--- src/rtl/apb_bridge_pkg.sv ---
// Shared definitions for the APB master arbiter: FSM states and the slave address map.
package apb_bridge_pkg;

  typedef enum logic [2:0] {
    ST_IDLE,
    ST_SETUP,
    ST_ACCESS,
    ST_DONE,
    ST_DERR
  } state_t;

  localparam int unsigned REGION_TAG_W = 6;

  localparam logic [REGION_TAG_W-1:0] REGION_S0 = 6'b100000;
  localparam logic [REGION_TAG_W-1:0] REGION_S1 = 6'b100001;
  localparam logic [REGION_TAG_W-1:0] REGION_S2 = 6'b100010;

  localparam logic [2:0] PSEL_NONE = 3'b000;
  localparam logic [2:0] PSEL_S0   = 3'b001;
  localparam logic [2:0] PSEL_S1   = 3'b010;
  localparam logic [2:0] PSEL_S2   = 3'b100;

  function automatic logic [2:0] decode_region(input logic [REGION_TAG_W-1:0] tag);
    case (tag)
      REGION_S0: return PSEL_S0;
      REGION_S1: return PSEL_S1;
      REGION_S2: return PSEL_S2;
      default:   return PSEL_NONE;
    endcase
  endfunction

endpackage

--- src/rtl/apb_master_arbiter_if.sv ---
// APB bus bundle between the shared master port and the APB slaves.
interface apb_master_arbiter_if #(
  parameter int unsigned ADDR_W = 32,
  parameter int unsigned DATA_W = 32
) ();

  logic [2:0]        Pselx;
  logic              Penable;
  logic              Pwrite;
  logic [ADDR_W-1:0] Paddr;
  logic [DATA_W-1:0] Pwdata;
  logic [DATA_W-1:0] Prdata;
  logic              Pready;
  logic              Pslverr;

  modport master (
    output Pselx, Penable, Pwrite, Paddr, Pwdata,
    input  Prdata, Pready, Pslverr
  );

  modport slave (
    input  Pselx, Penable, Pwrite, Paddr, Pwdata,
    output Prdata, Pready, Pslverr
  );

endinterface

--- src/rtl/apb_rr_arbiter.sv ---
// Round-robin requester selection: search starts at the pointer and wraps; pointer moves past each winner.
module apb_rr_arbiter #(
  parameter int unsigned NUM_REQ = 2,
  parameter int unsigned IDX_W   = (NUM_REQ > 1) ? $clog2(NUM_REQ) : 1
) (
  input  logic               clk,
  input  logic               rst,
  input  logic [NUM_REQ-1:0] req,
  input  logic               advance,
  output logic [NUM_REQ-1:0] grant,
  output logic [IDX_W-1:0]   grant_idx,
  output logic               grant_valid
);

  logic [IDX_W-1:0] ptr;
  logic [IDX_W-1:0] cand;

  always_comb begin
    grant_valid = 1'b0;
    grant_idx   = '0;
    grant       = '0;
    cand        = '0;
    for (int unsigned i = 0; i < NUM_REQ; i++) begin
      cand = IDX_W'((32'(ptr) + i) % NUM_REQ);
      if (!grant_valid && req[cand]) begin
        grant_valid = 1'b1;
        grant_idx   = cand;
        grant[cand] = 1'b1;
      end
    end
  end

  always_ff @(posedge clk) begin
    if (rst) begin
      ptr <= '0;
    end else if (advance && grant_valid) begin
      ptr <= (grant_idx == IDX_W'(NUM_REQ - 1)) ? '0 : grant_idx + 1'b1;
    end
  end

endmodule

--- src/rtl/apb_master_arbiter.sv ---
// Shares one APB master port between NUM_REQ requesters with RR arbitration and address decode.
// Optional ACCESS-phase watchdog enabled by defining APB_TIMEOUT_EN.
module apb_master_arbiter
  import apb_bridge_pkg::*;
#(
  parameter int unsigned NUM_REQ        = 2,
  parameter int unsigned ADDR_W         = 32,
  parameter int unsigned DATA_W         = 32,
  parameter int unsigned TIMEOUT_CYCLES = 255
) (
  input  logic                      Hclk,
  input  logic                      Hreset,
  input  logic [NUM_REQ-1:0]        req,
  input  logic [NUM_REQ-1:0]        req_write,
  input  logic [NUM_REQ*ADDR_W-1:0] req_addr,
  input  logic [NUM_REQ*DATA_W-1:0] req_wdata,
  output logic [NUM_REQ-1:0]        req_done,
  output logic                      req_err,
  output logic [DATA_W-1:0]         req_rdata,
  apb_master_arbiter_if.master      apb
);

  localparam int unsigned IDX_W = (NUM_REQ > 1) ? $clog2(NUM_REQ) : 1;

  if (NUM_REQ < 2 || NUM_REQ > 4) begin : g_bad_num_req
    $error("NUM_REQ must be in 2..4");
  end
  if (TIMEOUT_CYCLES < 1 || TIMEOUT_CYCLES > 255) begin : g_bad_timeout
    $error("TIMEOUT_CYCLES must fit the 8-bit watchdog");
  end

  state_t state, state_nx;

  logic [NUM_REQ-1:0] arb_grant;
  logic [IDX_W-1:0]   arb_idx;
  logic               arb_valid;

  logic               sel_write;
  logic [ADDR_W-1:0]  sel_addr;
  logic [DATA_W-1:0]  sel_wdata;
  logic [2:0]         sel_psel;

  logic [NUM_REQ-1:0] gnt_oh;
  logic               lat_write;
  logic [ADDR_W-1:0]  lat_addr;
  logic [DATA_W-1:0]  lat_wdata;
  logic [2:0]         lat_sel;
  logic               lat_err;
  logic [DATA_W-1:0]  rdata_q;
  logic               timeout_hit;
  logic               apb_active;

  apb_rr_arbiter #(
    .NUM_REQ (NUM_REQ),
    .IDX_W   (IDX_W)
  ) u_arb (
    .clk         (Hclk),
    .rst         (Hreset),
    .req         (req),
    .advance     (state == ST_IDLE),
    .grant       (arb_grant),
    .grant_idx   (arb_idx),
    .grant_valid (arb_valid)
  );

  always_comb begin
    sel_write = 1'b0;
    sel_addr  = '0;
    sel_wdata = '0;
    for (int unsigned i = 0; i < NUM_REQ; i++) begin
      if (arb_idx == IDX_W'(i)) begin
        sel_write = req_write[i];
        sel_addr  = req_addr[i*ADDR_W +: ADDR_W];
        sel_wdata = req_wdata[i*DATA_W +: DATA_W];
      end
    end
    sel_psel = decode_region(sel_addr[ADDR_W-1 -: REGION_TAG_W]);
  end

`ifdef APB_TIMEOUT_EN
  logic [7:0] wdog;

  // Cleared throughout SETUP so every transfer's ACCESS phase starts counting from zero.
  always_ff @(posedge Hclk) begin
    if (Hreset) begin
      wdog <= '0;
    end else if (state == ST_SETUP) begin
      wdog <= '0;
    end else if (state == ST_ACCESS && !apb.Pready) begin
      wdog <= wdog + 1'b1;
    end
  end

  assign timeout_hit = (state == ST_ACCESS) && !apb.Pready && (wdog == 8'(TIMEOUT_CYCLES - 1));
`else
  assign timeout_hit = 1'b0;
`endif

  always_comb begin
    state_nx = state;
    case (state)
      ST_IDLE:   if (arb_valid) state_nx = (sel_psel == PSEL_NONE) ? ST_DERR : ST_SETUP;
      ST_SETUP:  state_nx = ST_ACCESS;
      ST_ACCESS: if (apb.Pready || timeout_hit) state_nx = ST_DONE;
      ST_DONE:   state_nx = ST_IDLE;
      ST_DERR:   state_nx = ST_IDLE;
      default:   state_nx = ST_IDLE;
    endcase
  end

  always_comb begin
    apb_active  = (state == ST_SETUP) || (state == ST_ACCESS);
    apb.Pselx   = apb_active ? lat_sel : PSEL_NONE;
    apb.Penable = (state == ST_ACCESS);
    apb.Pwrite  = apb_active ? lat_write : 1'b0;
    apb.Paddr   = apb_active ? lat_addr : '0;
    apb.Pwdata  = apb_active ? lat_wdata : '0;
    req_done    = (state == ST_DONE || state == ST_DERR) ? gnt_oh : '0;
    req_err     = (state == ST_DERR) || (state == ST_DONE && lat_err);
    req_rdata   = rdata_q;
  end

  always_ff @(posedge Hclk) begin
    if (Hreset) begin
      state     <= ST_IDLE;
      gnt_oh    <= '0;
      lat_write <= 1'b0;
      lat_addr  <= '0;
      lat_wdata <= '0;
      lat_sel   <= PSEL_NONE;
      lat_err   <= 1'b0;
      rdata_q   <= '0;
    end else begin
      state <= state_nx;
      if (state == ST_IDLE && arb_valid) begin
        gnt_oh    <= arb_grant;
        lat_write <= sel_write;
        lat_addr  <= sel_addr;
        lat_wdata <= sel_wdata;
        lat_sel   <= sel_psel;
        if (sel_psel == PSEL_NONE) rdata_q <= '0;
      end
      if (state == ST_ACCESS) begin
        if (apb.Pready) begin
          rdata_q <= apb.Prdata;
          lat_err <= apb.Pslverr;
        end else if (timeout_hit) begin
          rdata_q <= '0;
          lat_err <= 1'b1;
        end
      end
    end
  end

endmodule
--- src/flat_wrapper.sv ---
// flat-port wrapper written by rule: the top's interface ports become plain ports
module apb_master_arbiter_flat import apb_bridge_pkg::*;
#(
  parameter int unsigned NUM_REQ        = 2,
  parameter int unsigned ADDR_W         = 32,
  parameter int unsigned DATA_W         = 32,
  parameter int unsigned TIMEOUT_CYCLES = 255
)
  (Hclk, Hreset, req, req_write, req_addr, req_wdata, req_done, req_err, req_rdata, apb_Pselx, apb_Penable, apb_Pwrite, apb_Paddr, apb_Pwdata, apb_Prdata, apb_Pready, apb_Pslverr);
  apb_master_arbiter_if #(.ADDR_W(ADDR_W), .DATA_W(DATA_W)) apb_i ();
  input  logic Hclk;
  input  logic Hreset;
  input  logic [NUM_REQ-1:0] req;
  input  logic [NUM_REQ-1:0] req_write;
  input  logic [NUM_REQ*ADDR_W-1:0] req_addr;
  input  logic [NUM_REQ*DATA_W-1:0] req_wdata;
  output logic [NUM_REQ-1:0] req_done;
  output logic req_err;
  output logic [DATA_W-1:0] req_rdata;
  output wire logic [$bits(apb_i.Pselx)-1:0] apb_Pselx;
  output wire logic [$bits(apb_i.Penable)-1:0] apb_Penable;
  output wire logic [$bits(apb_i.Pwrite)-1:0] apb_Pwrite;
  output wire logic [$bits(apb_i.Paddr)-1:0] apb_Paddr;
  output wire logic [$bits(apb_i.Pwdata)-1:0] apb_Pwdata;
  input wire logic [$bits(apb_i.Prdata)-1:0] apb_Prdata;
  input wire logic [$bits(apb_i.Pready)-1:0] apb_Pready;
  input wire logic [$bits(apb_i.Pslverr)-1:0] apb_Pslverr;
  assign apb_Pselx = apb_i.Pselx;
  assign apb_Penable = apb_i.Penable;
  assign apb_Pwrite = apb_i.Pwrite;
  assign apb_Paddr = apb_i.Paddr;
  assign apb_Pwdata = apb_i.Pwdata;
  assign apb_i.Prdata = apb_Prdata;
  assign apb_i.Pready = apb_Pready;
  assign apb_i.Pslverr = apb_Pslverr;
  apb_master_arbiter #(.NUM_REQ(NUM_REQ), .ADDR_W(ADDR_W), .DATA_W(DATA_W), .TIMEOUT_CYCLES(TIMEOUT_CYCLES)) u_core (.Hclk(Hclk), .Hreset(Hreset), .req(req), .req_write(req_write), .req_addr(req_addr), .req_wdata(req_wdata), .req_done(req_done), .req_err(req_err), .req_rdata(req_rdata), .apb(apb_i));
endmodule
--- config.mk ---
export PLATFORM = sky130hd
export DESIGN_NAME = apb_master_arbiter_flat
export DESIGN_NICKNAME = d
export VERILOG_FILES = /design/src/rtl/apb_bridge_pkg.sv /design/src/rtl/apb_master_arbiter_if.sv /design/src/rtl/apb_rr_arbiter.sv /design/src/rtl/apb_master_arbiter.sv /design/src/flat_wrapper.sv
export SDC_FILE = /design/constraint.sdc
export NUM_CORES = 1
export LEC_CHECK = 0
export BUFFER_PORTS_ARGS = -buffer_cell sky130_fd_sc_hd__buf_2
export CAP_MARGIN = 25
export CORE_MARGIN = 2
export CORE_UTILIZATION = 30
export DETAILED_ROUTE_END_ITERATION = 16
export GPL_ROUTABILITY_DRIVEN = 1
export PLACE_DENSITY = 0.58
export SYNTH_ARGS = -nofsm -noshare
export SYNTH_HDL_FRONTEND = slang
export SYNTH_HIERARCHICAL = 1
export SYNTH_SLANG_ARGS = --single-unit
--- constraint.sdc ---
create_clock -name Hclk -period 5 [get_ports Hclk]
set_input_delay 0.25 -clock Hclk [delete_from_list [all_inputs] [get_ports Hclk]]
set_output_delay 0.25 -clock Hclk [all_outputs]
set_load 0.005 [all_outputs]
==> reports/metrics.cfg, run 1 <==
[timing]
drv_slew = 0
post-route-period-util_pct = 48.8
relSlewSlack_pct = 33.3
worst_pin_slew_ns = 1.00
fin_skew_ns = 0.00592
setup-violations-final = 0
whs_ns = 0.134
rsz0062_at_grt = no
finalHoldViolCount = 0
fmax_mhz = 410
setup_tns_ns = 0
period_minus_slack_ns = 2.44

[clocking]
ctsResizeCount = 0
cts.sinks = 107
cts_buffers = 9
clkLatencyLatePin_ns = 0.35
cts-root-buf = clkbuf_16
postCtsSetupRepairBufs = 0
clkTransAtPathRegs_ns = 0.07
cts-hold-fix-buffers = 0
cts_tree = built
h-tree-depth = 3
clockBufferDepth = 2

[yosys]
synth_area_um2 = 5290
ys.warnings.count = 6
yosys.area.top_type = dfxtp_1
synth_area_leaders = dfxtp_1 (40%), mux2i_1 (12%), and2_1 (8.5%)
ys.flop_type = dfxtp_1
synth_top_area_share_pct = 40.5
ys_ff_latch = 107
yosysMostFrequentCell = dfxtp_1
async_flop_share_pct = 0
ys_seq_area_share_pct = 40.5
synth_edf_count = 0
syn_nets = 750
synth.avg_cell_area_um2 = 9.10
ys_types = 38
synth_common_cells = dfxtp_1 (107), and2_1 (72), nor2_1 (67)
synth_cells = 582

[global_route]
grt_usage_pct = 15.2
grtUsageMet2_pct = 25.0
met3_usage_pct = 6.26
grt_use_met1_pct = 18.9
grt_pass1_vias = 4390
antenna_found_initial = 0
grt_max_degree = 98
grt_overflow = 0
grt_pass1_wl_um = 22400
grt.busiest_layer = met2

[drt]
antenna_left = 0
wl_per_cell_um = 14.2
vias = 4971
first_iter_violations = 139
drc = 0
dr.pass1.iters = 4
routed_wl_um = 14900
viasPerCell = 4.77

[setup_path]
cp-start-kind = flip-flop
arrival_ns = 2.70
crit_path_end_kind = flip-flop
critPathMaxFanout = 97
criticalPathCategory = reg -> reg
cp.required_ns = 5.26

[floorplanning]
die_y_um = 137
start_util_pct = 30.6
core_um2 = 17300
die_area_um2 = 18700
rows = 48
die_w_um = 137
ioPinCount = 272

[run_status]
status = finished, final reports clean

[power_and_ir_drop]
seq_power_share_pct = 49.3
ir_worst_vdd_v = 0.000185
intPower_mw = 1.40
p_sw_mw = 0.522
clockPowerShare_pct = 33.4
power_density_nw_per_um2 = 275
p_leak_nw = 3.20
p_comb_share_pct = 17.4
p_sw_share_pct = 27.2

[final_layout]
fin_nets = 983
regArea_um2 = 2140
multi_input_comb_area_um2 = 2820
final_util_pct = 40.4
fillers = 1782
final_area_um2 = 6990
drive_above_1_share_pct = 39.9
syn_to_final_growth_pct = 32.0
diodes = 0

[worst_hold_path]
holdCritPathClass = in -> reg

[place]
io_buffers = 271
placed_area_um2 = 6710
gp_congestion = 0.714
hpwl_um = 10500

[flow_run]
maxCapViolations = 0

==> final timing paths <==
check	startpoint	endpoint	slack, ns	depth (start not counted)
setup / recovery	u_core/state[2]	u_core/lat_wdata[11]	2.56	5
hold / removal	apb_Prdata[23]	u_core/req_rdata[23]	0.13	3
setup reg to reg	u_core/state[2]	u_core/lat_wdata[11]	2.56	5
hold reg to reg	u_core/gnt_oh[0]	u_core/gnt_oh[0]	0.45	2
==> layout make-up <==
| type | instances | share of cell area, % |
|---|---|---|
| clock buffer | 9 | 3.22 |
| timing repair buffer | 282 | 21.2 |
| multi-input combinational | 413 | 40.4 |
| inverter | 2 | 0.107 |
| clock inverter | 5 | 0.448 |
| sequential | 107 | 30.6 |
| tap | 225 | 4.03 |
==> routing by layer <==
metal | wire [um] | vias to the layer above
li1 | - | 2541
met1 | 6500 | 2240
met2 | 6900 | 179
met3 | 1350 | 11
met4 | 99 | 0
met5 | 0 | -
==> placed cells by master (no fill, tap or decap), types with 2 or more instances in the layout <==
cell type  instances
buf_2            270
dfxtp_1          107
and2_1            71
nor2_1            67
mux2i_1           64
nand2_1           50
a211oi_1          45
a21oi_1           37
o311ai_1          30
a211oi_2          20
clkbuf_16          9
buf_4              9
clkinv_2           3
nor3_1             3
inv_1              2
and3_1             2
o311ai_0           2
a21boi_0           2
==> through the flow <==
stage,worst slack (ns),total power [mW],cells
5_1_grt,2.31,2.04,1043
4_1_cts,2.20,1.96,1042
6_report,2.56,1.92,1043
3_5_place_dp,2.22,1.30,1028
2_1_floorplan,3.22,1.20,582
3_3_place_gp,2.24,1.30,1026
==> cells by family (layout without fill, tap and decap cells) <==
logic type	after synthesis	in the layout	synth area share (%)
AOI/OAI and AO/OA	145	145	21.6
xor gates and xnor gates	1	1	0.165
buffers and inverters	62	298	6.62
DFF	107	107	40.5
muxes	65	65	12.3
and+or+nand+nor	202	202	18.9
==> power by group through the flow <==
| stage | logic (mW) | registers, mW | clock network (mW) |
|---|---|---|---|
| 6_report | 0.334 | 0.948 | 0.642 |
| 5_1_grt | 0.374 | 0.956 | 0.713 |
| 4_1_cts | 0.337 | 0.948 | 0.679 |
| 3_5_place_dp | 0.337 | 0.968 | 0 |
| 3_3_place_gp | 0.333 | 0.966 | 0 |
| 2_1_floorplan | 0.239 | 0.960 | 0 |
==> worst max-delay path, stage by stage (launching register included) <==
cell and delay, ns:
dfxtp_1 0.41, nor3_4 0.27, and2_4 0.83, buf_4 0.53
nor2_1 0.11, a211oi_2 0.19
==> registers in the layout, indices dropped and copies added, names as in the netlist, named ones only <==
signal / flops
u_core/gnt_oh: 2
u_core/lat_addr: 32
u_core/lat_err: 1
u_core/lat_sel: 3
u_core/lat_wdata: 32
u_core/lat_write: 1
u_core/req_rdata: 32
u_core/state: 3
No activity file was read; power rests on OpenSTA's default activity.
==> run 2: changes to the inputs <==
--- a/config.mk
+++ b/config.mk
@@ -5,13 +5,14 @@
 export SDC_FILE = /design/constraint.sdc
 export NUM_CORES = 1
 export LEC_CHECK = 0
+export ABC_AREA = 1
 export BUFFER_PORTS_ARGS = -buffer_cell sky130_fd_sc_hd__buf_2
 export CAP_MARGIN = 25
 export CORE_MARGIN = 2
 export CORE_UTILIZATION = 30
 export DETAILED_ROUTE_END_ITERATION = 16
 export GPL_ROUTABILITY_DRIVEN = 1
-export PLACE_DENSITY = 0.58
+export PLACE_DENSITY = 0.59
 export SYNTH_ARGS = -nofsm -noshare
 export SYNTH_HDL_FRONTEND = slang
 export SYNTH_HIERARCHICAL = 1
==> constraint.sdc (replaced) <==
create_clock -name Hclk -period 2.25 [get_ports Hclk]
set_input_delay 0.1125 -clock Hclk [delete_from_list [all_inputs] [get_ports Hclk]]
set_output_delay 0.1125 -clock Hclk [all_outputs]
set_load 0.005 [all_outputs]
==> reports/metrics.cfg, run 2 <==
[drt]
antenna_left = 0  ; unchanged
first_iter_violations = 209  ; was 139
vias = 5511  ; was 4971
drc = 0  ; unchanged
wl_per_cell_um = 13.1  ; was 14.2 um
dr.pass1.iters = 4  ; unchanged
routed_wl_um = 15800  ; was 14900 um
viasPerCell = 4.56  ; was 4.77

[place]
hpwl_um = 11200  ; was 10500 um
dp_cells = 1175  ; was 1028
placed_area_um2 = 6440  ; was 6710 um^2
dp_slack_ns = 0.360  ; was 2.22 ns
gp_congestion = 0.751  ; was 0.714
io_buffers = 271  ; unchanged

[power_and_ir_drop]
power_mw = 5.02  ; was 1.92 mW
ir_worst_vdd_v = 0.000353  ; was 0.000185 V
power_density_nw_per_um2 = 722  ; was 275 nW/um^2
p_leak_nw = 3.39  ; was 3.20 nW

[yosys]
yosysMostFrequentCell = nand2_1  ; was dfxtp_1
ys.flop_type = dfxtp_1  ; unchanged
synth_edf_count = 0  ; unchanged
ys_seq_area_share_pct = 42.9  ; was 40.5%
syn_nets = 899  ; was 750
async_flop_share_pct = 0  ; unchanged
ys_ff_latch = 107  ; unchanged
ys_types = 24  ; was 38
synth_area_um2 = 4990  ; was 5290 um^2
synth_cells = 731  ; was 582
synth_top_area_share_pct = 42.9  ; was 40.5%
yosys.area.top_type = dfxtp_1  ; unchanged
synth_common_cells = nand2_1 (183), dfxtp_1 (107), nor2_1 (86)  ; was dfxtp_1 (107), and2_1 (72), nor2_1 (67)
synth_area_leaders = dfxtp_1 (43%), nand2_1 (14%), o21ai_0 (7.6%)  ; was dfxtp_1 (40%), mux2i_1 (12%), and2_1 (8.5%)
synth.avg_cell_area_um2 = 6.83  ; was 9.10 um^2
ys.warnings.count = 6  ; unchanged

[timing]
setup_tns_ns = 0  ; unchanged
fin_skew_ns = 0.00839  ; was 0.00592 ns
setup-violations-final = 0  ; unchanged
post-route-period-util_pct = 86.7
worst_pin_slew_ns = 0.657  ; was 1.00 ns
finalHoldViolCount = 0  ; unchanged
fin_ws_ns = 0.299  ; was 2.56 ns
relSlewSlack_pct = 56.2  ; was 33.3%
drv_slew = 0  ; unchanged
period_minus_slack_ns = 1.95
fmax_mhz = 512
whs_ns = 0.0212  ; was 0.134 ns
rsz0062_at_grt = no  ; unchanged

[flow_run]
maxCapViolations = 0  ; unchanged

[run_status]
status = finished, final reports clean  ; unchanged

[final_layout]
final_cell_mix = buf_2 (271), nand2_1 (182), dfxtp_1 (107), nor2_1 (85), inv_1 (78)  ; was buf_2 (270), dfxtp_1 (107), and2_1 (71), nor2_1 (67), mux2i_1 (64)
syn_to_final_growth_pct = 39.5  ; was 32.0%
final_util_pct = 42.4  ; was 40.4%
drive_above_1_share_pct = 30.7  ; was 39.9%
layout_commonest_cell = buf_2  ; unchanged
final_area_um2 = 6960  ; was 6990 um^2
fin_nets = 1156  ; was 983
diodes = 0  ; unchanged
layout.cells.non_filler = 1209  ; was 1043

[setup_path]
r2r_cells = 10  ; was 5
rrSetupSlack_ns = 0.32  ; was 2.56 ns
r2r-end = u_core/req_rdata[2]  ; was u_core/lat_wdata[11]
cp.required_ns = 2.14  ; was 5.26 ns
critPathMaxFanout = 22  ; was 97
cp-start-kind = flip-flop  ; unchanged
endpoint = apb_Paddr[5]  ; was u_core/lat_wdata[11]
cp-startpoint = u_core/state[0]  ; was u_core/state[2]
criticalPathCategory = reg -> out  ; was reg -> reg
arrival_ns = 1.84  ; was 2.70 ns
crit_path_end_kind = output port  ; was flip-flop

[floorplanning]
core_um2 = 16400  ; was 17300 um^2
start_util_pct = 30.4  ; was 30.6%
rows = 47  ; was 48
ioPinCount = 272  ; unchanged
die_y_um = 133  ; was 137 um
die_area_um2 = 17700  ; was 18700 um^2
die_w_um = 133  ; was 137 um

[global_route]
grt_overflow = 0  ; unchanged
antenna_found_initial = 0  ; unchanged
grt_usage_pct = 17.4  ; was 15.2%
grt_pass1_wl_um = 24600  ; was 22400 um
grt_pass1_vias = 5008  ; was 4390
grt_max_degree = 81  ; was 98

[clocking]
cts.sinks = 107  ; unchanged
clkTransAtPathRegs_ns = 0.07  ; about the same
h-tree-depth = 3  ; unchanged
cts_buffers = 9  ; unchanged
clkLatencyLatePin_ns = 0.35  ; about the same
cts_tree = built  ; unchanged
clockBufferDepth = 2  ; unchanged
postCtsSetupRepairBufs = 0  ; unchanged
cts-root-buf = clkbuf_16  ; unchanged

[worst_hold_path]
holdCritPathClass = in -> reg  ; unchanged

==> run 2: cell types whose count changed in the layout (fill, tap and decap cells not counted), sizes merged, moves of 32 or more <==
cell and change:
a211oi -64, a31oi +59, and2 -71, inv +78, mux2i -64, nand2 +135, o21ai +100, o311ai -32
==> run 2: what timing repair did <==
item / in CTS / in global routing
endpoints found under the hold margin: 18 / 0
hold buffers: 22 / 0
gates resized for setup: 0 / 1
setup endpoints to repair: 0 / 22
==> run 2: kinds of logic (layout without fill, tap and decap cells) <==
| group | count (synthesis) | count (layout) | share of synthesized area (%) |
|---|---|---|---|
| buffers and inverters | 138 | 396 | 12.6 |
| AO/OA/AOI/OAI | 206 | 206 | 22.2 |
| AND/OR/NAND/NOR | 280 | 280 | 22.2 |
| flip-flops | 107 | 107 | 42.9 |
==> run 2: worst max-delay path, stage by stage (launching register included) <==
cell and delay (ns):
dfxtp_1 0.47, nor2_1 0.12, or2_4 0.38, buf_4 0.25
nor2_1 0.12, buf_2 0.15
==> run 2: final cells by class <==
class	instances	area [um^2]
inverter	81	307
multi-input combinational	486	2230
clock inverter	3	67.6
timing repair buffer	303	1710
sequential	107	2140
clock buffer	9	225
tap	220	275
fill	1727	9450
==> run 2: routing by layer <==
| layer | global-route usage, % | vias to the layer above | share of wire, % |
|---|---|---|---|
| met5 | 0 | - | 0 |
| met3 | 5.25 | 14 | 8.0 |
| met1 | 21.3 | 2445 | 44 |
| li1 | - | 2855 | - |
| met2 | 29.4 | 197 | 47 |
| met4 | 5.02 | 0 | 1.2 |
==> run 2: worst min path at each step <==
stage,startpoint,to,slack (ns),cells after the start
final,req_addr[23],u_core/lat_addr[23],0.02,3
after global routing,req_wdata[21],u_core/lat_wdata[21],0.01,3
after CTS,req_wdata[42],u_core/lat_wdata[10],0.00008,3
after detailed placement,req_wdata[46],u_core/lat_wdata[14],0.38,3
after global placement,apb_Prdata[28],u_core/req_rdata[28],0.38,3
after floorplan,Hreset,flip-flop,0.18,1
==> run 2: power breakdown <==
part	switching [mW]	total [mW]	leakage (nW)	internal (mW)
Combinational	0.687	1.13	2.37	0.443
Sequential	0.117	2.26	0.880	2.15
Clock	0.679	1.63	0.139	0.951
Total	1.48	5.02	3.39	3.54
==> run 3: changes to the inputs <==
--- a/config.mk
+++ b/config.mk
@@ -13,6 +13,7 @@
 export DETAILED_ROUTE_END_ITERATION = 16
 export GPL_ROUTABILITY_DRIVEN = 1
 export PLACE_DENSITY = 0.59
+export SETUP_SLACK_MARGIN = 0.5
 export SYNTH_ARGS = -nofsm -noshare
 export SYNTH_HDL_FRONTEND = slang
 export SYNTH_HIERARCHICAL = 1
==> reports/metrics.cfg, run 3 (same netlist as run 2, synthesis figures left out) <==
[place]
gp_congestion = 0.751  ; unchanged
placed_area_um2 = 6440  ; unchanged
io_buffers = 271  ; unchanged
hpwl_um = 11200  ; unchanged
dp_slack_ns = 0.360  ; unchanged

[global_route]
antenna_found_initial = 0  ; unchanged
grt_pass1_wl_um = 26300  ; was 24600 um
grt_overflow = 0  ; unchanged
grt_use_met1_pct = 22.9  ; was 21.3%
met3_usage_pct = 5.25  ; unchanged
grt_usage_pct = 18.7  ; was 17.4%
grtUsageMet2_pct = 32.4  ; was 29.4%
grt_max_degree = 60  ; was 81
grt_pass1_vias = 5214  ; was 5008
grt.busiest_layer = met2  ; unchanged

[timing]
setup_tns_ns = 0  ; unchanged
post-route-period-util_pct = 77.9  ; was 86.7%
rsz0062_at_grt = yes  ; was no
fin_skew_ns = 0.00837  ; was 0.00839 ns
relSlewSlack_pct = 67.9  ; was 56.2%
finalHoldViolCount = 0  ; unchanged
fmax_mhz = 570  ; was 512 MHz
worst_pin_slew_ns = 0.482  ; was 0.657 ns
fin_ws_ns = 0.497  ; was 0.299 ns
drv_slew = 0  ; unchanged
period_minus_slack_ns = 1.75  ; was 1.95 ns
setup-violations-final = 0  ; unchanged

[floorplanning]
die_area_um2 = 17700  ; unchanged
core_um2 = 16400  ; unchanged
ioPinCount = 272  ; unchanged
start_util_pct = 30.4  ; unchanged
die_w_um = 133  ; unchanged
rows = 47  ; unchanged
die_y_um = 133  ; unchanged

[setup_path]
r2r_cells = 11  ; was 10
r2r-end = u_core/req_rdata[15]  ; was u_core/req_rdata[2]
crit_path_end_kind = output port  ; unchanged
criticalPathCategory = reg -> out  ; unchanged
cp.required_ns = 2.14  ; about the same
cp-start-kind = flip-flop  ; unchanged
cp-startpoint = u_core/state[0]  ; unchanged
critPathMaxFanout = 9  ; was 22
rrSetupSlack_ns = 0.58  ; was 0.32 ns
crit_path_frequent_cell = nand2_4  ; was nor2_1
endpoint = apb_Paddr[3]  ; was apb_Paddr[5]
arrival_ns = 1.64  ; was 1.84 ns
path_cells = nand2_4 -> nand2_4 -> or2_4 -> buf_6 -> buf_12 -> nor2_1 -> buf_2  ; was nor2_1 -> or2_4 -> buf_4 -> nor2_1 -> buf_2
crit_slowest_cell = dfxtp_4  ; was dfxtp_1
max_stage_delay_ns = 0.37  ; was 0.47 ns

[final_layout]
drive_above_1_share_pct = 38.8  ; was 30.7%
final_cell_mix = buf_2 (264), nand2_1 (177), dfxtp_1 (103), inv_1 (77), o21ai_0 (75)  ; was buf_2 (271), nand2_1 (182), dfxtp_1 (107), nor2_1 (85), inv_1 (78)
fin_nets = 1188  ; was 1156
final_area_um2 = 7800  ; was 6960 um^2
diodes = 0  ; unchanged
syn_to_final_growth_pct = 56.3  ; was 39.5%
layout_commonest_cell = buf_2  ; unchanged

[drt]
wl_per_cell_um = 14.4  ; was 13.1 um
drc = 0  ; unchanged
dr.pass1.iters = 5  ; was 4
routed_wl_um = 17900  ; was 15800 um
vias = 5789  ; was 5511
antenna_left = 0  ; unchanged
first_iter_violations = 280  ; was 209
viasPerCell = 4.66  ; was 4.56

[clocking]
cts_buffers = 9  ; unchanged
clkLatencyLatePin_ns = 0.35  ; about the same
clkTransAtPathRegs_ns = 0.07  ; about the same
h-tree-depth = 3  ; unchanged
clockBufferDepth = 2  ; unchanged
cts-root-buf = clkbuf_16  ; unchanged
cts_tree = built  ; unchanged
cts.sinks = 107  ; unchanged

[worst_hold_path]
holdCritPathClass = in -> reg  ; unchanged

[flow_run]
maxCapViolations = 0  ; unchanged

[power_and_ir_drop]
p_leak_nw = 3.68  ; was 3.39 nW
power_mw = 5.43  ; was 5.02 mW
power_density_nw_per_um2 = 696  ; was 722 nW/um^2
ir_worst_vdd_v = 0.000352  ; was 0.000353 V

[run_status]
status = finished, final reports clean  ; unchanged

run 3: cell count changes in the layout (fill, tap and decap cells not counted), sizes merged:
cell / delta
buf: +24
clkbuf: +3
nand2: +3
bufbuf: +1
or2: +1
run 3: timing repair:
action                                 in CTS  in global routing
gates resized for setup                    28                 96
setup buffers                               4                 20
endpoints found under the hold margin      18                  0
pin swaps                                   5                  6
hold buffers                               22                  0
setup endpoints to repair                 160                148
cloned                                      5                  3
run 3: how the worst min path moves through the flow:
stage,from,endpoint,cells after the start,slack [ns]
floorplan,Hreset,flip-flop,1,0.18
CTS,req_wdata[42],u_core/lat_wdata[10],3,0.00008
global placement,apb_Prdata[28],u_core/req_rdata[28],3,0.38
detailed placement,req_wdata[46],u_core/lat_wdata[14],3,0.38
finish,req_addr[23],u_core/lat_addr[23],3,0.02
global route,req_wdata[21],u_core/lat_wdata[21],3,0.01
run 3: through the flow:
step / hold slack [ns] / util (%) / std cells
after floorplan: 0.182 / - / 731
after global placement: 0.379 / 39.3 / 1175
after detailed placement: 0.379 / 39.3 / 1175
after CTS: 0.0000828 / 43.8 / 1218
after global routing: 0.0110 / 47.5 / 1241
final: 0.0216 / 47.5 / 1241
run 3: worst max-delay path, delay by kind of cell, from the launching register on:
kind	cells	cell delay (ns)
buffers and inverters	3	0.40
DFF	1	0.37
and+or+nand+nor	4	0.50
run 3: layer usage:
| layer | vias to the layer above | routed length, um |
|---|---|---|
| li1 | 2933 | - |
| met1 | 2625 | 7690 |
| met2 | 211 | 8660 |
| met3 | 20 | 1310 |
| met4 | 0 | 244 |
| met5 | - | 0 |
run 3: layout make-up:
type	count	area, um^2
fill	1650	8610
multi-input combinational	490	2590
timing repair buffer	331	2170
sequential	107	2160
inverter	81	319
tap	220	275
clock buffer	9	225
clock inverter	3	67.6
run 3: power breakdown:
group          leakage [nW]  switching (mW)  internal [mW]
clock                 0.139           0.683          0.951
sequential            0.883           0.122           2.15
combinational          2.66           0.885          0.637
